**config.mk**
```make
export PLATFORM = sky130hd
export DESIGN_NAME = keypad_scanner
export DESIGN_NICKNAME = d
export VERILOG_FILES = /design/src/rtl/keypad_scanner.sv
export SDC_FILE = /design/constraint.sdc
export NUM_CORES = 1
export LEC_CHECK = 0
export ABC_CLOCK_PERIOD_IN_PS = 11500
export CORE_UTILIZATION = 51
export DETAILED_ROUTE_END_ITERATION = 8
export HOLD_SLACK_MARGIN = 0.03
export PLACE_DENSITY_LB_ADDON = 0.1
export REMOVE_ABC_BUFFERS = 1
export SLEW_MARGIN = 20
export SYNTH_ARGS = -nofsm -noshare
export SYNTH_HDL_FRONTEND = slang
export SYNTH_SLANG_ARGS = --single-unit
```
**constraint.sdc**
```tcl
create_clock -name clk -period 11.5 [get_ports clk]
set_input_delay 2.3 -clock clk [delete_from_list [all_inputs] [get_ports clk]]
set_output_delay 2.3 -clock clk [all_outputs]
set_load 0.05 [all_outputs]
```
**src/rtl/keypad_scanner.sv**
```systemverilog
// 4x4 active-low matrix keypad scanner with frame-based debounce.
// Each confirmed press becomes a one-cycle enter/start strobe or a held digit/op update.
module keypad_scanner #(
    parameter int SCAN_DIV = 4,
    parameter int DEBOUNCE = 3
) (
    input  logic       clk,
    input  logic       rst,
    input  logic [3:0] row_in,
    output logic [3:0] col_out,
    output logic [3:0] digit,
    output logic [2:0] op,
    output logic       enter,
    output logic       start,
    output logic [3:0] key_code
);

    localparam int DIV_W = $clog2(SCAN_DIV);
    localparam logic [DIV_W-1:0] SLOT_LAST = DIV_W'(SCAN_DIV - 1);
    localparam logic [3:0] DEB = 4'(DEBOUNCE);
    localparam logic [3:0] CODE_STAR = 4'd12;

    typedef enum logic [1:0] {IDLE, CONFIRM, HELD, RELEASE} state_t;

    state_t           state, state_nxt;
    logic [3:0]       cnt, cnt_nxt, cnt_inc;
    logic [3:0]       cand, cand_nxt;
    logic [3:0]       row_p0, row_p1;
    logic [DIV_W-1:0] div_cnt;
    logic [1:0]       col;
    logic [1:0]       acc_hits, hits_now;
    logic [3:0]       acc_code, code_now;
    logic [3:0]       low;
    logic [2:0]       slot_hits, tot_hits;
    logic             slot_end, frame_end;
    logic             one, none;
    logic             act;
    logic [4:0]       dec;

    function automatic logic [2:0] count_low(input logic [3:0] v);
        return 3'(v[0]) + 3'(v[1]) + 3'(v[2]) + 3'(v[3]);
    endfunction

    function automatic logic [1:0] low_row(input logic [3:0] v);
        if (v[0])      return 2'd0;
        else if (v[1]) return 2'd1;
        else if (v[2]) return 2'd2;
        else           return 2'd3;
    endfunction

    // {valid, value} for the ten digit keys; everything else is not a digit
    function automatic logic [4:0] digit_of(input logic [3:0] code);
        case (code)
            4'd0:    return {1'b1, 4'd1};
            4'd1:    return {1'b1, 4'd2};
            4'd2:    return {1'b1, 4'd3};
            4'd4:    return {1'b1, 4'd4};
            4'd5:    return {1'b1, 4'd5};
            4'd6:    return {1'b1, 4'd6};
            4'd8:    return {1'b1, 4'd7};
            4'd9:    return {1'b1, 4'd8};
            4'd10:   return {1'b1, 4'd9};
            4'd13:   return {1'b1, 4'd0};
            default: return {1'b0, 4'd0};
        endcase
    endfunction

    assign col_out   = ~(4'b0001 << col);
    assign slot_end  = (div_cnt == SLOT_LAST);
    assign frame_end = slot_end && (col == 2'd3);

    // Rows are sampled late in the slot so the two sync flops have caught up
    // with the column that is currently driven.
    assign low       = ~row_p1;
    assign slot_hits = count_low(low);
    assign tot_hits  = {1'b0, acc_hits} + slot_hits;
    assign hits_now  = (tot_hits >= 3'd2) ? 2'd2 : tot_hits[1:0];
    assign code_now  = (acc_hits == 2'd0 && slot_hits == 3'd1) ? {low_row(low), col} : acc_code;
    assign one       = (hits_now == 2'd1);
    assign none      = (hits_now == 2'd0);
    assign cnt_inc   = cnt + 4'd1;
    assign dec       = digit_of(code_now);

    always_ff @(posedge clk or negedge rst) begin
        if (!rst) begin
            row_p0   <= 4'hF;
            row_p1   <= 4'hF;
            div_cnt  <= '0;
            col      <= '0;
            acc_hits <= '0;
            acc_code <= '0;
        end else begin
            row_p0 <= row_in;
            row_p1 <= row_p0;
            if (slot_end) begin
                div_cnt <= '0;
                col     <= col + 2'd1;
                if (frame_end) begin
                    acc_hits <= '0;
                    acc_code <= '0;
                end else begin
                    acc_hits <= hits_now;
                    acc_code <= code_now;
                end
            end else begin
                div_cnt <= div_cnt + 1'b1;
            end
        end
    end

    always_ff @(posedge clk or negedge rst) begin
        if (!rst) begin
            state <= IDLE;
            cnt   <= '0;
            cand  <= '0;
        end else begin
            state <= state_nxt;
            cnt   <= cnt_nxt;
            cand  <= cand_nxt;
        end
    end

    always_comb begin
        state_nxt = state;
        cnt_nxt   = cnt;
        cand_nxt  = cand;
        act       = 1'b0;
        if (frame_end) begin
            case (state)
                IDLE: begin
                    if (one) begin
                        cand_nxt = code_now;
                        if (DEBOUNCE == 1) begin
                            act       = 1'b1;
                            state_nxt = HELD;
                            cnt_nxt   = 4'd0;
                        end else begin
                            state_nxt = CONFIRM;
                            cnt_nxt   = 4'd1;
                        end
                    end
                end
                CONFIRM: begin
                    if (one && code_now == cand) begin
                        if (cnt_inc >= DEB) begin
                            act       = 1'b1;
                            state_nxt = HELD;
                            cnt_nxt   = 4'd0;
                        end else begin
                            cnt_nxt = cnt_inc;
                        end
                    end else if (one) begin
                        cand_nxt = code_now;
                        cnt_nxt  = 4'd1;
                    end else begin
                        state_nxt = IDLE;
                        cnt_nxt   = 4'd0;
                    end
                end
                HELD: begin
                    // Any key activity keeps us here: no auto-repeat, no second key
                    if (none) begin
                        if (DEBOUNCE == 1) begin
                            state_nxt = IDLE;
                            cnt_nxt   = 4'd0;
                        end else begin
                            state_nxt = RELEASE;
                            cnt_nxt   = 4'd1;
                        end
                    end
                end
                RELEASE: begin
                    if (none) begin
                        if (cnt_inc >= DEB) begin
                            state_nxt = IDLE;
                            cnt_nxt   = 4'd0;
                        end else begin
                            cnt_nxt = cnt_inc;
                        end
                    end else begin
                        state_nxt = HELD;
                        cnt_nxt   = 4'd0;
                    end
                end
                default: begin
                    state_nxt = IDLE;
                    cnt_nxt   = 4'd0;
                end
            endcase
        end
    end

    always_ff @(posedge clk or negedge rst) begin
        if (!rst) begin
            digit    <= '0;
            op       <= '0;
            enter    <= 1'b0;
            start    <= 1'b0;
            key_code <= '0;
        end else begin
            enter <= 1'b0;
            start <= 1'b0;
            if (act) begin
                key_code <= code_now;
                if (dec[4]) begin
                    digit <= dec[3:0];
                    enter <= 1'b1;
                end else if (code_now[1:0] == 2'd3) begin
                    op <= {1'b0, code_now[3:2]};
                end else if (code_now == CODE_STAR) begin
                    start <= 1'b1;
                end
            end
        end
    end

endmodule
```
==> results of run 1 <==
==> metrics by stage <==
step | utilization [%] | std cells
final | 61.7 | 269
after global placement | 59.4 | 261
after global routing | 61.7 | 269
after floorplan | - | 190
after detailed placement | 59.4 | 261
after CTS | 61.7 | 269
==> flip-flops by register name, indices dropped and copies added (netlist names) <==
signal    cells
op            2
enter         1
div_cnt       2
acc_hits      2
acc_code      4
cnt           4
row_p1        4
start         1
key_code      4
digit         4
row_p0        4
cand          4
col           2
state         2
==> kinds of logic after synthesis <==
logic type                 Yosys count
and+or+nand+nor                     46
AOI/OAI and AO/OA                   41
DFF                                 40
buffers and inverters               28
adders and majority gates           17
muxes                               13
xor gates and xnor gates             8
other                                1
==> final timing paths <==
path                            from    endpoint  slack [ps]  cells after the start
setup / recovery           row_p1[0]    digit[3]        7210                     13
hold / removal             row_p0[1]   row_p1[1]         360                      0
setup reg to reg           row_p1[0]    digit[3]        7210                     13
hold reg to reg            row_p0[1]   row_p1[1]         360                      0
max in group asynchronous        rst       op[0]        8860                      1
min in group asynchronous        rst  div_cnt[1]        2100                      1
==> metal layers <==
| metal | vias up | GRT usage (%) | routed length (um) | share of wire [%] |
|---|---|---|---|---|
| li1 | 722 | - | - | - |
| met3 | 7 | 5.31 | 156 | 4.0 |
| met2 | 32 | 33.8 | 1950 | 50 |
| met4 | 0 | 8.24 | 66 | 1.7 |
| met1 | 722 | 24.7 | 1760 | 45 |
| met5 | - | 0 | 0 | 0 |
==> critical path: cells and delay by family (launching register included) <==
kind                     cells  cell delay (ps)
AND/OR/NAND/NOR              3             1430
adder cells (fa/ha/maj)      4             1240
flip-flops                   1              540
AO/OA/AOI/OAI                3              440
multiplexers                 1              350
buffers and inverters        2              180
==> layout make-up <==
cell class | instances | area, um^2 | share of cell area, %
multi-input cells | 126 | 1010 | 40.8
clock inverters | 2 | 10.0 | 0.405
flip-flops and latches | 40 | 1010 | 41.0
inverters | 24 | 90.1 | 3.65
well taps | 50 | 62.6 | 2.53
repair buffers | 21 | 205 | 8.31
clock buffers | 6 | 82.6 | 3.35
==> placed cells by master, fill, tap and decap left out, types with 3 or more instances in the layout <==
cell type / n
sky130_fd_sc_hd__o22ai_1: 6
sky130_fd_sc_hd__nor2_1: 5
sky130_fd_sc_hd__o21ai_0: 6
sky130_fd_sc_hd__and2_1: 3
sky130_fd_sc_hd__o211ai_1: 3
sky130_fd_sc_hd__mux2_4: 3
sky130_fd_sc_hd__mux2_2: 9
sky130_fd_sc_hd__nor3_1: 8
sky130_fd_sc_hd__clkbuf_8: 6
sky130_fd_sc_hd__xor2_1: 6
sky130_fd_sc_hd__dfstp_2: 8
sky130_fd_sc_hd__nand2b_1: 4
sky130_fd_sc_hd__nand2_1: 11
sky130_fd_sc_hd__dfrtp_1: 32
sky130_fd_sc_hd__or4_1: 3
sky130_fd_sc_hd__nand3_1: 3
sky130_fd_sc_hd__a21o_1: 4
sky130_fd_sc_hd__inv_1: 24
sky130_fd_sc_hd__clkdlybuf4s50_1: 20
sky130_fd_sc_hd__a21oi_1: 6
sky130_fd_sc_hd__ha_1: 15
==> where the power goes <==
| group | internal (mW) | leakage, nW | switching (mW) |
|---|---|---|---|
| Clock | 0.0478 | 0.0510 | 0.0470 |
| Sequential | 0.149 | 0.526 | 0.00751 |
| Combinational | 0.0224 | 0.614 | 0.0356 |
| Total | 0.220 | 1.19 | 0.0901 |
==> out/results.txt, run 1 <==
The run finished with clean final reports. The total of fill cells in the finished design was 319; the instance count of the mapped netlist was 194. The share of post-route cells with drive strength above 1 is 14.2%, and the synthesized-area fraction occupied by xor and xnor cells is 3.28%. For this run, the register share of the synthesized area comes to 47.3%. For the number of antenna violations at the first check in global routing, the log shows 0. The slowest stage of the critical path is the sky130_fd_sc_hd__or4b_4 cell.

During placement, the flow inserted port buffers numbering 21. For the worst path arrival time, the log shows 4470 ps. TritonCTS built the clock tree.

The number of warnings issued by yosys came out at 0. The worst setup path is launched from a flop. Once routing completed, OpenROAD measured the worst setup slack at 7210 ps. Top cell type by total area after synthesis: sky130_fd_sc_hd__dfrtp_1.

After clock tree synthesis, the flow added hold-fix buffers numbering 0. The final clock period utilization by the worst path is 37.3%, and the total CTS buffers is 5. The initial utilization of the core area, before any placement, comes to 53.4%. After routing the design area is 2470 um^2. The portion of synthesized area spent on multiplexers is 7.32%. By area, the combinational part of the netlist is dominated by compound AO/OA/AOI/OAI gates. The number of detailed-route iterations in the first pass is 4.

The total via count after detailed routing came out at 1,483. The die outline area was 4450 um^2. The number of hold violations in the final report was 0; the max-slew violation total from the final report was 0.

For the final wirelength, the log shows 3930 um. Once the clock tree was built, the setup fixing pass inserted 0 buffers. The count of flip-flops with a built-in enable after synthesis was 0. The HPWL after detailed placement came out at 2970 um. The area share of the largest cell type after synthesis was 37.5%; the clock latency at the later pin of the worst-skew pair was 290 ps. Of the total synthesized cell area, the portion taken by full adders, half adders and majority gates is 10.7%. The tools report the largest voltage drop on the vdd net as 0.0850 mV.

At the worst endpoint, the required time is 11,680 ps. The detail route stage leaves a number of antenna-violating nets equal to 0. Shortest clock period the worst path allows after layout: 4290 ps. The tools report the largest net degree at the start of global routing as 41.

The tool flagged a number of max-cap violations equal to 0. The simple-gate share of the synthesized area works out to 12.5%. The core region is 4000 um^2.

The run gives 0.849 as the routability congestion estimate from global placement. For the pin with the worst max-slew slack, the measured transition is 836 ps. The number of endpoints failing setup at the final stage came out at 0. The type of the worst min-delay path is reg2reg. The number of gates given a new drive strength after cts is 0, and the via count of the first global-routing pass is 1,459.

The die height is 66.7 um, and the area after detailed placement is 2380 um^2. Critical setup path kind: reg2reg. Top-level I/O count: 23.

Static timing analysis puts the maximum clock frequency at 0.233 GHz. The number of library cell types mapped by synthesis is 46. Static leakage: 1.19 nW. For the number of design-rule violations left by the first detailed-router iteration, the log shows 94. At the placement stage, the worst setup path has a slack of 7220 ps. In the synthesized netlist, the cells that appear most often are 32 x sky130_fd_sc_hd__dfrtp_1, 24 x sky130_fd_sc_hd__inv_1, 15 x sky130_fd_sc_hd__ha_1. The logs give 0 ps for the total negative slack for setup checks and 6.39 ps for the worst clock skew. Counting flops and latches in the post-synthesis netlist gives 40. The largest single stage delay on the critical path is 610 ps. For the net count of the finished layout, the log shows 241.

The first global-routing pass estimated 6530 um of wire. In this run the cell area of the synthesized design comes to 2140 um^2. The signal on the critical path passes through inv_1 -> fa_1 -> ha_1 -> ha_1 -> or4b_4 -> o21ai_0 -> and2_1 -> inv_1 -> ha_1 -> o211ai_1 -> o31ai_1 -> or4_1 -> mux2_4.

The tightest hold path in the finished design has a slack of 357 ps. Endpoint type of the worst setup path: a flop. For this run, the leading register cell type out of synthesis is sky130_fd_sc_hd__dfrtp_1. Among the stages of the critical path, the cell type that occurs most often is sky130_fd_sc_hd__ha_1. The compound-cell area share of the yosys netlist was 13.2%. For this run the aggregate overflow at the end of global routing stands at 0.

After synthesis, the cell types taking the most area are sky130_fd_sc_hd__dfrtp_1 37%, sky130_fd_sc_hd__dfstp_2 9.8%, sky130_fd_sc_hd__ha_1 8.8%, sky130_fd_sc_hd__mux2_2 4.7%, sky130_fd_sc_hd__inv_1 4.2%. Global routing used 20.3% of the available tracks across all layers. The fraction of synthesis flops using an asynchronous set or reset pin is 100%, and the headroom to the max-slew limit is 44.2%. The run gives 0.310 mW as the sum of internal, switching and leakage power. After detailed routing, the number of vias per cell comes to 5.51. In the final routed layout, each cell accounts on average for 14.6 um. The tree is rooted in a sky130_fd_sc_hd__clkbuf_8.

Register clock-pin slew on the reported worst setup and hold paths: 70 ps. Power spread over the standard cell area amounts to 125 nW/um^2. Setup repair after global routing left no endpoint under its margin. The area growth from synthesis to layout is 15.6%. The remaining routing DRC violations was 0; the cell row count was 23.

The overall die width was 66.7 um. A synthesized cell averages 11.0 um^2. The number of antenna repair diodes was 0; the critical-path maximum fanout was 5. The most common cell in the synthesized netlist is sky130_fd_sc_hd__dfrtp_1. The logs give 2 for the H-tree depth and 2 for the worst-case clock buffer depth. The tree built by TritonCTS fans out to 40 sinks.
Power figures use the tool's default switching activity.
==> run 2: changes to the inputs <==
--- a/config.mk
+++ b/config.mk
@@ -5,7 +5,7 @@
 export SDC_FILE = /design/constraint.sdc
 export NUM_CORES = 1
 export LEC_CHECK = 0
-export ABC_CLOCK_PERIOD_IN_PS = 11500
+export ABC_CLOCK_PERIOD_IN_PS = 4250
 export CORE_UTILIZATION = 51
 export DETAILED_ROUTE_END_ITERATION = 8
 export HOLD_SLACK_MARGIN = 0.03
==> constraint.sdc (replaced) <==
create_clock -name clk -period 4.25 [get_ports clk]
set_input_delay 0.85 -clock clk [delete_from_list [all_inputs] [get_ports clk]]
set_output_delay 0.85 -clock clk [all_outputs]
set_load 0.05 [all_outputs]
==> out/results.txt, run 2 (synthesized netlist as in run 1, its figures left out) <==
The run finished with clean final reports. The shortest clock period the worst path allows after layout was 4110 ps (-180 ps); the number of hold violations in the final report was 0 (unchanged). HPWL after detailed placement: 3120 um (+5.0%). The critical-path maximum fanout works out to 5 (unchanged). The logs give 42.8% (-1.4 points) for the headroom to the max-slew limit and 1010 um^2 (unchanged) for the combined flip-flop and latch cell area.

The initial cell density of the core was 53.4% (unchanged); the actual slew at the worst max-slew pin was 858 ps (+21.3 ps). The clock net sink count is 40 (unchanged). For the fmax, the log shows 0.243 GHz (+4.4%). The worst path arrival time came out at 4290 ps (-180 ps). The length in cells of the worst reg-to-reg path is 13 (unchanged).

TritonCTS built the clock tree. Power density relative to cell area: 344 nW/um^2 (+170%). The clock latency at the later pin of the worst-skew pair is 300 ps (about the same), and the met1 capacity usage during global routing is 26.3% (+1.6 points).

The tools report the cell row count as 23 (unchanged). The via count of the first global-routing pass is 1,565 (+7.3%). The final clock period utilization by the worst path was 96.8% (+59 points). The register clock-pin slew on the reported worst setup and hold paths was 70 ps (about the same); the number of antenna violations at the first check in global routing was 0 (unchanged). The logs give 1,554 (+4.8%) for the total via count after detailed routing and 34.1% (+0.25 points) for the global routing usage on met2. The total track usage is 21.6% (+1.3 points).

The H-tree depth was 2 (unchanged); the share of post-route cells with drive strength above 1 was 16.1% (+2.0 points). The type of the worst min-delay path was reg2reg. In the layout the commonest cells are 32 x sky130_fd_sc_hd__dfrtp_1, 24 x sky130_fd_sc_hd__inv_1, 20 x sky130_fd_sc_hd__clkdlybuf4s50_1.

The mean routed wirelength per cell works out to 15.4 um (+5.4%). The logs give 0 (unchanged) for the post-detailed-route count of antenna-violating nets and 0 (unchanged) for the number of max-cap violations. For the cts-stage hold buffer count, the log shows 0 (unchanged). The tools report the worst clock skew as 14.6 ps (+8.24 ps). The most common library cell in the layout ignoring fill and taps is sky130_fd_sc_hd__dfrtp_1. The run gives 0.860 (+1.3%) as the routability congestion estimate from global placement.

The run gives 4 (unchanged) as the number of detailed-route iterations in the first pass. The tools report the final wirelength as 4210 um (+6.9%). The worst-case hold slack is 356 ps (-1.35 ps).

The tools report the net count of the finished layout as 245 (+1.7%). The sum of internal, switching and leakage power is 0.863 mW (+180%). STA classifies the critical path startpoint as a flop.

The total of fill cells in the finished design is 318 (-0.31%), and the worst-case clock buffer depth is 2 (unchanged). The overall die width is 66.7 um (unchanged). The run gives 4430 ps (-7250 ps) as the worst path required time.

The global route total overflow is 0 (unchanged). The core area came out at 4000 um^2 (unchanged). The largest voltage drop on the vdd net came out at 0.234 mV (+180%). The die height was 66.7 um (unchanged). Setup repair after global routing left no endpoint under its margin. CTS placed an instance of sky130_fd_sc_hd__clkbuf_8 at the clock tree root.

The number of vias per cell after detailed routing is 5.69 (+3.3%). The top-level I/O count is 23 (unchanged). The count of buffers from port buffering is 21 (unchanged).

The logs give 0 (unchanged) for the number of endpoints failing setup at the final stage and 5 (unchanged) for the total CTS buffers. The largest net degree at the start of global routing is 41 (unchanged), and the number of antenna repair diodes is 0 (unchanged). The max-slew violation total from the final report is 0 (unchanged).

The critical path in this run is classified as reg2reg. The endpoint type of the worst setup path was a flop. For the first-pass GRT wire length, the log shows 6950 um (+6.3%). Remaining routing DRC violations: 0 (unchanged). The tools report the number of design-rule violations left by the first detailed-router iteration as 102 (+8.5%). The area used by multi-input combinational logic is 1010 um^2 (+0.62%), and the worst hold path stage count is 0 (unchanged). The fraction of met3 tracks used by global routing is 6.34% (+1.0 points), and the layout overhead on the synthesized area is 17.6%. The global routing stage identified its most utilized layer as met2.

The static leakage was 1.22 nW (+2.2%); the die outline area was 4450 um^2 (unchanged).
==> run 2: power breakdown <==
part / total [mW] / switching [mW] / internal (mW)
clock network: 0.274 / 0.126 / 0.148
logic: 0.164 / 0.100 / 0.0642
registers: 0.424 / 0.0202 / 0.404
total: 0.863 / 0.247 / 0.617
==> run 2: final timing paths <==
path,startpoint,to,slack [ps]
setup / recovery,row_p1[0],digit[1],140
hold / removal,row_p0[0],row_p1[0],360
setup reg to reg,row_p1[0],digit[1],140
hold reg to reg,row_p0[0],row_p1[0],360
max in group asynchronous,rst,cand[2],3040
min in group asynchronous,rst,cnt[0],660
==> run 2: final cells by class <==
class	instances	area share, %
Inverter	24	3.59
Timing Repair Buffer	25	9.36
Multi-Input combinational cell	126	40.3
Clock buffer	8	3.98
Sequential cell	40	40.2
Tap cell	50	2.49
==> run 2: worst max-delay path, cell delays in order (launching register included) <==
cell and delay, ps:
sky130_fd_sc_hd__dfstp_2 540, sky130_fd_sc_hd__inv_1 70, sky130_fd_sc_hd__fa_1 480, sky130_fd_sc_hd__ha_1 190, sky130_fd_sc_hd__ha_1 320, sky130_fd_sc_hd__or4b_4 610
sky130_fd_sc_hd__o21ai_1 190, sky130_fd_sc_hd__and2_4 190, sky130_fd_sc_hd__inv_1 70, sky130_fd_sc_hd__ha_1 250, sky130_fd_sc_hd__o211ai_1 120, sky130_fd_sc_hd__o31ai_1 140
sky130_fd_sc_hd__or4_4 500, sky130_fd_sc_hd__mux2_4 320
==> run 2: metal layers <==
layer	wire length, um	part of all wire, %
met1	1800	43
met2	2120	50
met3	183	4.3
met4	108	2.6
met5	0	0
==> run 2: repair_timing <==
action                                  in CTS  in global routing
endpoints found under the setup margin       3                  3
gates resized for setup                      1                  2
endpoints found under the hold margin        0                  0
setup buffers                                0                  0
gates cloned                                 0                  0
==> run 2: through the flow <==
step                      util (%)  cell area, um^2  setup TNS (ps)  instances  setup WS (ps)
after global routing          62.8             2510               0        273           33.4
after detailed placement      60.2             2410            -165        265          -56.1
after floorplan                  -             2110               0        190            224
final                         62.8             2510               0        273            136
after CTS                     62.7             2510               0        273           50.3
after global placement        60.2             2410               0        265           88.4
==> run 3: changes to the inputs <==
--- a/config.mk
+++ b/config.mk
@@ -5,7 +5,7 @@
 export SDC_FILE = /design/constraint.sdc
 export NUM_CORES = 1
 export LEC_CHECK = 0
-export ABC_CLOCK_PERIOD_IN_PS = 4250
+export ABC_CLOCK_PERIOD_IN_PS = 4200
 export CORE_UTILIZATION = 51
 export DETAILED_ROUTE_END_ITERATION = 8
 export HOLD_SLACK_MARGIN = 0.03
==> constraint.sdc (replaced) <==
create_clock -name clk -period 4.2 [get_ports clk]
set_input_delay 0.84 -clock clk [delete_from_list [all_inputs] [get_ports clk]]
set_output_delay 0.84 -clock clk [all_outputs]
set_load 0.05 [all_outputs]
==> out/results.txt, run 3 (synthesized netlist as in run 1, its figures left out) <==
The flow ran to the end, and the final reports show no timing, DRC or antenna violations. The number of antenna repair diodes was 0 (unchanged). The worst register-to-register path ends at cand[3]. The logs give 1,543 (-0.71%) for the total via count after detailed routing and 0 (unchanged) for the number of antenna violations at the first check in global routing. The power density relative to cell area was 360 nW/um^2 (+4.8%).

The tools report the cell row count as 23 (unchanged). Worst clock skew: 5.10 ps (-9.54 ps). The shortest clock period the worst path allows after layout is 4020 ps (-96.5 ps), and the top-level I/O count is 23 (unchanged). The startpoint identified for the worst hold timing path is row_p0[2]. The sum of internal, switching and leakage power came out at 0.916 mW (+6.1%).

The share of post-route cells with drive strength above 1 came out at 17.3% (+1.1 points). The overall die width is 66.7 um (unchanged). Net count of the finished layout: 248 (+1.2%). For the worst-case hold slack, the log shows 358 ps (+2.61 ps). TritonCTS built the clock tree. The placed cell count was 268 (+1.1%); the mean routed wirelength per cell was 14.9 um (-3.5%).

The largest net degree at the start of global routing is 41 (unchanged). The logs give 0 (unchanged) for the remaining routing DRC violations and 0 (unchanged) for the cts-stage hold buffer count. The run gives 2430 um^2 (+0.94%) as the area after detailed placement. The library cells used most frequently in the layout, excluding fill and tap cells, are 32 x sky130_fd_sc_hd__dfrtp_1, 24 x sky130_fd_sc_hd__inv_1, 20 x sky130_fd_sc_hd__clkdlybuf4s50_1. Worst setup slack after placement: 115 ps (+171 ps). The die height works out to 66.7 um (unchanged). The tools report the max-slew violation total from the final report as 0 (unchanged). Core area: 4000 um^2 (unchanged). The worst path arrival time was 4190 ps (-100 ps).

The critical setup path kind is reg2reg. The number of hold violations in the final report came out at 0 (unchanged). The type of element launching the critical path is a flop. The logs give 0 (unchanged) for the post-detailed-route count of antenna-violating nets and 4 (unchanged) for the number of detailed-route iterations in the first pass. The headroom to the max-slew limit is 42.4% (-0.39 points), and the HPWL after detailed placement is 3080 um (-1.5%). The worst hold path stage count was 0 (unchanged); the total CTS buffers was 5 (unchanged).

The count of buffers from port buffering is 21 (unchanged). STA classifies the critical path endpoint as a flop. The final wirelength is 4100 um (-2.4%), and the total of fill cells in the finished design is 320 (+0.63%).

Worst reg-to-reg setup slack: 180 ps (+50 ps). The number of endpoints failing setup at the final stage was 0 (unchanged). The number of max-cap violations was 0 (unchanged). The critical-path maximum fanout is 9 (+4). The clock latency at the later pin of the worst-skew pair is 280 ps (-20 ps). For hold timing, the worst endpoint is row_p1[2]. The actual slew at the worst max-slew pin came out at 864 ps (+5.87 ps). For the global route total overflow, the log shows 0 (unchanged). The die outline area was 4450 um^2 (unchanged); the first-pass GRT wire length was 7000 um (+0.79%). The largest voltage drop on the vdd net came out at 0.240 mV (+2.7%).

Clock net sink count: 40 (unchanged). In this run the critical register-to-register path is launched from row_p1[0]. For the initial cell density of the core, the log shows 53.4% (unchanged). End-of-flow core utilization: 63.6% (+0.78 points). The final clock period utilization by the worst path works out to 95.6% (-1.1 points).

Leaving out fill and tap cells, the most frequent cell in the layout is sky130_fd_sc_hd__dfrtp_1. Number of buffers added for setup after CTS: 0 (unchanged). From synthesis to final layout, the design area changed by 19.1%.

The logs give 0 (-1) for the number of gates given a new drive strength after cts and 276 (+1.1%) for the final instance count without filler cells. The worst path required time is 4370 ps (-60 ps), and the worst-case clock buffer depth is 2 (unchanged). For the number of design-rule violations left by the first detailed-router iteration, the log shows 72 (-29%). The post-route worst setup slack is 183 ps (+46.5 ps). The type of the worst min-delay path was reg2reg. The total negative slack for setup checks is 0 ps (unchanged). Tracing the worst setup path back leads to its startpoint at row_p1[0]. The total track usage came out at 21.6% (about the same). The length in cells of the worst reg-to-reg path works out to 12 (-1). Setup repair after global routing left no endpoint under its margin. The static leakage is 1.23 nW (+1.2%), and the via count of the first global-routing pass is 1,547 (-1.2%). For the H-tree depth, the log shows 2 (unchanged). The final standard cell area without fillers is 2540 um^2 (+1.2%). The fmax is 0.249 GHz (+2.4%), and the register clock-pin slew on the reported worst setup and hold paths is 70 ps (about the same). In this run the clock root is driven by a sky130_fd_sc_hd__clkbuf_8.

The number of vias per cell after detailed routing is 5.59 (-1.8%). The routability congestion estimate from global placement was 0.826 (-4.0%).
==> run 3: changes by cell type in the layout (fill, tap and decap cells not counted), sizes merged <==
cell and delta:
clkbuf -3, clkinvlp +1, buf +3, clkinv +1, bufinv +1
==> run 3: where the power goes <==
part	total [mW]	internal [mW]	switching [mW]
combinational	0.180	0.0759	0.104
clock	0.304	0.176	0.129
sequential	0.431	0.409	0.0223
total	0.916	0.660	0.255
==> run 3: worst max path at each step <==
stage | end | slack, ps | depth (start not counted)
final | cand[3] | 180 | 12
after global placement | digit[1] | 190 | 13
after CTS | digit[1] | 110 | 13
after detailed placement | digit[1] | 110 | 13
after global routing | op[0] | 30 | 11
after floorplan | digit[1] | 170 | 13
==> run 3: critical path: stages (launching register included) <==
cell,delay (ps)
sky130_fd_sc_hd__dfstp_2,540
sky130_fd_sc_hd__inv_1,60
sky130_fd_sc_hd__fa_1,470
sky130_fd_sc_hd__ha_1,190
sky130_fd_sc_hd__ha_1,320
sky130_fd_sc_hd__or4b_4,550
sky130_fd_sc_hd__buf_4,180
sky130_fd_sc_hd__nor2_8,130
sky130_fd_sc_hd__a21oi_1,170
sky130_fd_sc_hd__a22o_1,260
sky130_fd_sc_hd__buf_4,170
sky130_fd_sc_hd__o2111ai_1,460
sky130_fd_sc_hd__mux2_2,400
==> run 3: layout make-up <==
type	instances	area, um^2	area share, %
sequential	40	1010	39.7
timing repair buffer	28	258	10.1
inverter	24	90.1	3.54
clock inverter	3	42.5	1.67
clock buffer	5	68.8	2.71
tap	50	62.6	2.46
multi-input combinational	126	1010	39.7
==> run 3: routing by layer <==
metal	GRT usage (%)	up-vias	share of wire, %
met5	0	-	0
met4	6.65	0	0.61
met3	5.31	4	4.3
met2	37.4	45	50
met1	26.2	749	45
li1	-	745	-
